===== src/rtl/pipelined_addsub.sv =====
// Pipelined add/subtract unit. The WIDTH-bit carry chain is cut into STAGES
// chunks of CW bits; each stage adds one chunk and hands its carry to the next
// stage through a register, so no path crosses more than CW bits of carry.
// The whole pipeline advances as one unit under a single valid/ready stall.

module pipelined_addsub #(
   parameter int WIDTH  = 16,
   parameter int STAGES = 4
) (
   input  logic             clk,
   input  logic             rst,
   input  logic             in_valid,
   output logic             in_ready,
   input  logic [WIDTH-1:0] a,
   input  logic [WIDTH-1:0] b,
   input  logic             cin,
   input  logic             sub,
   output logic             out_valid,
   input  logic             out_ready,
   output logic [WIDTH-1:0] sum,
   output logic             cout,
   output logic             ovf
);

   localparam int CW = WIDTH / STAGES;

   logic advance;
   logic ovf_q;

   // Pipeline moves only when the output slot is empty or being drained.
   assign advance  = !out_valid || out_ready;
   assign in_ready = advance;

   for (genvar k = 0; k < STAGES; k++) begin : g_stage
      logic [WIDTH-1:0] a_in;
      logic [WIDTH-1:0] b_in;
      logic [WIDTH-1:0] s_in;
      logic [WIDTH-1:0] s_next;
      logic             c_in;
      logic             v_in;
      logic [CW:0]      chunk;

      logic [WIDTH-1:0] a_q;
      logic [WIDTH-1:0] b_q;
      logic [WIDTH-1:0] s_q;
      logic             c_q;
      logic             v_q;

      if (k == 0) begin : g_first
         // Subtract is a + ~b + 1: invert b here and force the carry-in.
         assign a_in = a;
         assign b_in = sub ? ~b : b;
         assign c_in = sub | cin;
         assign v_in = in_valid;
         assign s_in = '0;
      end else begin : g_next
         assign a_in = g_stage[k-1].a_q;
         assign b_in = g_stage[k-1].b_q;
         assign c_in = g_stage[k-1].c_q;
         assign v_in = g_stage[k-1].v_q;
         assign s_in = g_stage[k-1].s_q;
      end

      assign chunk = {1'b0, a_in[k*CW +: CW]} + {1'b0, b_in[k*CW +: CW]}
                   + {{CW{1'b0}}, c_in};

      // Drop this stage's chunk result into the partial sum word.
      always_comb begin
         s_next              = s_in;
         s_next[k*CW +: CW]  = chunk[CW-1:0];
      end

      // Stage register: holds while stalled, cleared by reset.
      always_ff @(posedge clk) begin
         if (rst) begin
            a_q <= '0;
            b_q <= '0;
            s_q <= '0;
            c_q <= 1'b0;
            v_q <= 1'b0;
         end else if (advance) begin
            a_q <= a_in;
            b_q <= b_in;
            s_q <= s_next;
            c_q <= chunk[CW];
            v_q <= v_in;
         end
      end

      if (k == STAGES - 1) begin : g_ovf
         // Signed overflow is resolved in the MSB chunk alongside its sum.
         always_ff @(posedge clk) begin
            if (rst) begin
               ovf_q <= 1'b0;
            end else if (advance) begin
               ovf_q <= (a_in[WIDTH-1] == b_in[WIDTH-1]) &&
                        (chunk[CW-1] != a_in[WIDTH-1]);
            end
         end
      end
   end

   assign out_valid = g_stage[STAGES-1].v_q;
   assign sum       = g_stage[STAGES-1].s_q;
   assign cout      = g_stage[STAGES-1].c_q;
   assign ovf       = ovf_q;

endmodule


===== config.mk =====
export PLATFORM = sky130hd
export DESIGN_NAME = pipelined_addsub
export DESIGN_NICKNAME = d
export VERILOG_FILES = /design/src/rtl/pipelined_addsub.sv
export SDC_FILE = /design/constraint.sdc
export NUM_CORES = 1
export LEC_CHECK = 0
export CORE_MARGIN = 8
export CORE_UTILIZATION = 58
export DETAILED_ROUTE_END_ITERATION = 12
export HOLD_SLACK_MARGIN = 0.12
export PLACE_DENSITY_LB_ADDON = 0.15
export SETUP_SLACK_MARGIN = 0.15
export SLEW_MARGIN = 40
export SYNTH_ARGS = -nofsm -noshare
export SYNTH_HDL_FRONTEND = slang
export SYNTH_SLANG_ARGS = --single-unit

===== constraint.sdc =====
create_clock -name clk -period 6.5 [get_ports clk]
set_input_delay 1.3 -clock clk [delete_from_list [all_inputs] [get_ports clk]]
set_output_delay 1.3 -clock clk [all_outputs]
set_load 0.1 [all_outputs]

==> run metrics, run 1 <==
fin. max-slew vios=0; CP bufs+invs=3; Worst Hold Class=flop to flop; Post-synth EDFFs=0; Synth Area per Inst=8.582 um^2; routability cong.=slightly above 0.8; P per Cell Area=approximately 250 nW/um^2; HPWL Detailed=~5.1 mm; CP max stage delay=about 0.51 ns; fmax=between 200 and 300 MHz; clk sinks=97; final setup vio count=0; CP top delay family=buffers and inverters; post-DR wirelength/cell=between 10 and 15 um; largest net degree at the start of global routing=110; Sum Neg Setup Slack=0 ns; Arr. time, crit path=2.23 ns; post-layout minimum cycle time=roughly 3.5 ns; CP Capture Type=primary output; Ports=58; Die ar.=9985 um^2; die width=about 100 um; diode count=0; TritonCTS clock tree=yes; Clock Pin Slew Worst Setup and Hold Paths=~0.090 ns; Vias=3143; Synth Instances=476; required time at the worst-slack endpoint=5.20 ns; register area share after synthesis=0.4753; synth cell count leaders=nand2_1 (143), dfxtp_1 (97), a21oi_1 (75); Yosys top cell by area=dfxtp_1; most common cell in the netlist=nand2_1; slew margin rel.=0.5143; top cell type's share of synthesized area=0.4753; global-route wire length before repair=13.01 mm; postcts setup bufs=0; Layout fillers=576; RSZ-0062 raised after global routing=false; layout cell share with drive strength beyond 1=0.09126; Final nets=568; Synth Flop Type=dfxtp_1; Max-Cap Viols=0; Starting DRT DRC Count=~190; core area=6794 um^2; outcome=finished, final reports clean; skew final=between 0.007 and 0.008 ns; critical path startpoint category=input pin; period utilization=0.5436; Crit Path Max Fanout=2; drt first pass iters=4; GRT Total Usage=0.1593; Skew-Pair Late Insertion Delay=0.35 ns; #FFs+latches synth=between 90 and 100; synth warn=0; Max clock buf depth=2; slew of the pin with the lowest slew margin=0.7285 ns; final worst slack=2.967 ns; row cnt=30; Cell Chain, Critical Path=clkdlybuf4s50_1 > nor2b_4 > inv_2 > buf_4; Lkg Pwr=between 1.5 and 2 nW; routed wire length=between 7 and 8 mm; initial antenna violation count=0; gr ovfl total=0; final hold vios=0; CTS Hold Bufs=0; CTS resizes=0; CP max stage cell=clkdlybuf4s50_1; synth-to-layout area growth=14.58%; PortBufs=57; async set or reset register ratio after synthesis=0; Worst VDD drop=approximately 0.13 mV; post-place setup slack=between 2 and 3 ns; Starting Density=0.6013; number of buffers created by CTS=9; Net Count, Synth=approximately 530; synthesized area=between 4000 and 5000 um^2; Die Y-Extent=between 90 and 100 um; DRC=0; htree depth=3; vias in the first global route=approximately 3000; post-route ant nets=0; CTS root buf=clkbuf_8; routed vias/inst=between 5 and 6; Setup CP Type=input pin to primary output; main area contributors after synthesis=dfxtp_1 (48%), nand2_1 (13%), a21oi_1 (9.2%), fa_1 (3.9%), ha_1 (3.7%); Yosys cell types=31
## area by class of cell
cell class	instances	area, um^2	area share
multi-input combinational	339	1932	0.4127
clock inverter	6	42.54	0.009088
clock buffer	10	137.6	0.02940
inverter	4	15.01	0.003208
timing repair buffer	59	491.7	0.1051
sequential	97	1942	0.4149
tap	96	120.1	0.02566
## tightest hold or removal path, cell delays in order (launching register included)
cell,delay [ns]
dfxtp_1,0.31
nand2_1,0.05
a21oi_1,0.05
## power breakdown
group / switching, mW / leakage (nW) / total [mW] / internal [mW]
Sequential: 0.0216 / 0.797 / 0.655 / 0.633
Combinational: 0.0959 / 1.00 / 0.164 / 0.0678
Clock: 0.206 / 0.0887 / 0.357 / 0.150
## cell usage in the layout (no fill, tap or decap), drive strengths merged
| master | synthesis | layout |
|---|---|---|
| clkbuf | 5 | 10 |
| nor2 | 23 | 23 |
| o21ai | 1 | 1 |
| a211oi | 20 | 20 |
| nand2 | 143 | 143 |
| fa | 8 | 8 |
| nand2b | 2 | 2 |
| nor2b | 3 | 3 |
| xnor2 | 16 | 16 |
| a21oi | 75 | 75 |
| nand3b | 6 | 6 |
| a21o | 5 | 5 |
| clkdlybuf4s50 | 0 | 35 |
| ha | 12 | 12 |
| clkinv | 0 | 3 |
| or4b | 1 | 1 |
| inv | 4 | 5 |
| a2111o | 5 | 5 |
| buf | 31 | 24 |
| or2 | 2 | 2 |
| clkinvlp | 0 | 2 |
| o211ai | 4 | 4 |
| dfxtp | 97 | 97 |
| or3 | 2 | 2 |
| nand4 | 1 | 1 |
| xor2 | 4 | 4 |
| nand3 | 3 | 3 |
| nor3 | 3 | 3 |
## metal layers
| metal | track usage | up-vias | share of wire |
|---|---|---|---|
| met2 | 0.2596 | 61 | 0.46 |
| met5 | 0 | - | 0 |
| met1 | 0.1906 | 1427 | 0.48 |
| met3 | 0.04706 | 9 | 0.048 |
| li1 | - | 1646 | - |
| met4 | 0.06752 | 0 | 0.013 |
## cells by family (layout without fill, tap and decap cells)
kind of cell / count (synthesis) / in the layout / synth area share
flops: 97 / 97 / 0.4753
simple gates: 189 / 189 / 0.1914
xor+xnor: 20 / 20 / 0.04288
compound gates: 110 / 110 / 0.1626
buf+inv: 40 / 79 / 0.05176
fa+ha+maj: 20 / 20 / 0.07596
## metrics by stage
step / instance area, um^2 / hold WS, ns / util / instances / power, mW
global placement: 4589 / 0.4371 / 0.6755 / 595 / 0.8313
CTS: 4677 / 0.4544 / 0.6884 / 611 / 1.185
finish: 4681 / 0.4502 / 0.6890 / 611 / 1.175
floorplan: 4085 / 0.4321 / - / 476 / 0.7860
detailed placement: 4497 / 0.4421 / 0.6619 / 595 / 0.8323
global route: 4681 / 0.4677 / 0.6890 / 611 / 1.229
## flip-flops by register name, indices dropped and copies added, names as in the netlist
| name | cells |
|---|---|
| g_stage.a_q | 24 |
| ovf | 1 |
| cout | 1 |
| g_stage.c_q | 3 |
| out_valid | 1 |
| g_stage.v_q | 3 |
| sum | 16 |
| g_stage.s_q | 24 |
| g_stage.b_q | 24 |
## worst paths after layout
| check | start | end | slack (ns) | cells after the start |
|---|---|---|---|---|
| setup / recovery | out_ready | in_ready | 2.97 | 4 |
| hold / removal | sum[12] | sum[12] | 0.45 | 2 |
| setup reg to reg | g_stage[2].a_q[12] | cout | 4.57 | 5 |
| hold reg to reg | sum[12] | sum[12] | 0.45 | 2 |
(Power assumes the default switching activity.)
==> run 2, diff against run 1 <==
- CORE_UTILIZATION: 58 -> 49
- clock period: 6.5 -> 3.25 ns (I/O delays scaled with it)
==> run metrics, run 2 (synthesis results as in run 1) <==
fin. max-slew vios=0 (unchanged); Worst Hold Class=flop to flop; DRC=0 (unchanged); clk sinks=97 (unchanged); CTS Hold Bufs=0 (unchanged); critical path startpoint category=input pin; final setup vio count=0 (unchanged); row cnt=33 (+10%); CP max stage cell=clkdlybuf4s50_1; Crit Path Max Fanout=3 (+1); die width=107.3 um (+7.4%); Final nets=569 (+0.18%); Worst VDD drop=0.2237 mV (+79%); fmax=around 380 MHz; Clock Pin Slew Worst Setup and Hold Paths=0.09 ns (about the same); core area=8134 um^2 (+20%); Final Core Density=0.5856 (-0.1033); layout cell share with drive strength beyond 1=0.08755 (-0.003713); CP Capture Type=flop; synth-to-layout area growth=16.60%; HPWL Detailed=5.257 mm (+2.7%); post-route ant nets=0 (unchanged); CTS root buf=clkbuf_8; crit-path most repeated cell=fa_1; routability cong.=0.7565 (-6.2%); global-route wire length before repair=13.60 mm (+4.6%); htree depth=3 (unchanged); CTS resizes=0 (unchanged); overall power=2.336 mW (+99%); number of buffers created by CTS=9 (unchanged); diode count=0 (unchanged); final hold vios=0 (unchanged); Cell Chain, Critical Path=clkdlybuf4s50_1 > or2_2 > fa_1 > fa_1 > a21o_1 > a211oi_1 > nor3_1; post-layout minimum cycle time=approximately 2.6 ns; P per Cell Area=490.3 nW/um^2 (+95%); outcome=finished, final reports clean; Layout fillers=731 (+27%); TritonCTS clock tree=yes; Max-Cap Viols=0 (unchanged); Skew-Pair Late Insertion Delay=0.35 ns (about the same); required time at the worst-slack endpoint=3.46 ns (-1.74 ns); GRT Total Usage=0.1431 (-0.01621); vias in the first global route=2952 (-1.3%); Die ar.=11510 um^2 (+15%); commonest non-fill, non-tap cell in the layout=nand2_1; initial antenna violation count=0 (unchanged); slew of the pin with the lowest slew margin=0.7508 ns (+0.02232 ns); CP max stage delay=0.48 ns (-0.03 ns); routed vias/inst=5.071 (-1.4%); Arr. time, crit path=2.82 ns (+0.59 ns); Lkg Pwr=1.890 nW (+0.15%); PortBufs=57 (unchanged); postcts setup bufs=0 (unchanged); Top Registers=g_stage.a_q (24), g_stage.b_q (24), g_stage.s_q (24); gr ovfl total=0 (unchanged); Starting Density=0.5022 (-0.09906); most frequent cells in the layout=nand2_1 (143), dfxtp_1 (97), a21oi_1 (75), clkdlybuf4s50_1 (36), nor2_1 (23); Max clock buf depth=2 (unchanged); Starting DRT DRC Count=161 (-14%); Die Y-Extent=107.3 um (+7.4%); largest net degree at the start of global routing=108 (-1.8%); skew final=0.006535 ns (-0.0007819 ns); slew margin rel.=0.4994 (-0.01488); Ports=58 (unchanged); RSZ-0062 raised after global routing=false; Setup CP Type=input pin to flop; Vias=3139 (-0.13%); Sum Neg Setup Slack=0 ns (unchanged); period utilization=0.8042; post-DR wirelength/cell=13.17 um (+3.1%); Sequential Area=1942 um^2 (unchanged); area of the multi-input gates=1932 um^2 (unchanged); drt first pass iters=4 (unchanged); routed wire length=8.151 mm (+4.5%)
## run 2: final timing paths
check | slack (ns) | end | start | cells past startpoint
worst max-delay path | 0.64 | g_stage[0].c_q | sub | 7
worst max register to register | 1.27 | g_stage[1].c_q | g_stage[0].a_q[4] | 5
worst min-delay path | 0.45 | g_stage[2].v_q | g_stage[2].v_q | 2
worst min register to register | 0.45 | g_stage[2].v_q | g_stage[2].v_q | 2
## run 2: worst max-delay path, delay by kind of cell
family / cells / cell delay (ns)
compound gates: 2 / 0.45
fa+ha+maj: 2 / 0.83
buf+inv: 1 / 0.48
simple gates: 2 / 0.41
## run 2: power by group
group	switching (mW)	leakage [nW]	internal, mW	total, mW
Combinational	0.193	1.02	0.143	0.336
Clock	0.399	0.0765	0.292	0.691
Sequential	0.0425	0.797	1.27	1.31
## run 2: layout make-up
class | instances | area share
clock buffers | 10 | 0.02889
clock inverters | 4 | 0.006567
inverters | 4 | 0.003415
multi-input cells | 339 | 0.4056
flip-flops and latches | 97 | 0.4077
well taps | 105 | 0.02758
repair buffers | 60 | 0.1203
## run 2: metrics by stage
stage | cells | cell area (um^2) | hold slack (ns) | setup slack [ns]
final | 619 | 4763 | 0.4540 | 0.6364
after global routing | 619 | 4763 | 0.4722 | 0.5577
after CTS | 619 | 4760 | 0.4568 | 0.6384
after detailed placement | 605 | 4591 | 0.4439 | 0.2643
after global placement | 605 | 4587 | 0.4382 | 0.2997
after floorplan | 476 | 4085 | 0.4321 | 0.5879
## run 2: per-layer routing
layer	GRT usage	part of all wire	vias to the layer above
met3	0.03234	0.040	9
met1	0.1839	0.51	1445
li1	-	-	1640
met5	0	0	-
met4	0.05126	0.012	0
met2	0.2295	0.43	45
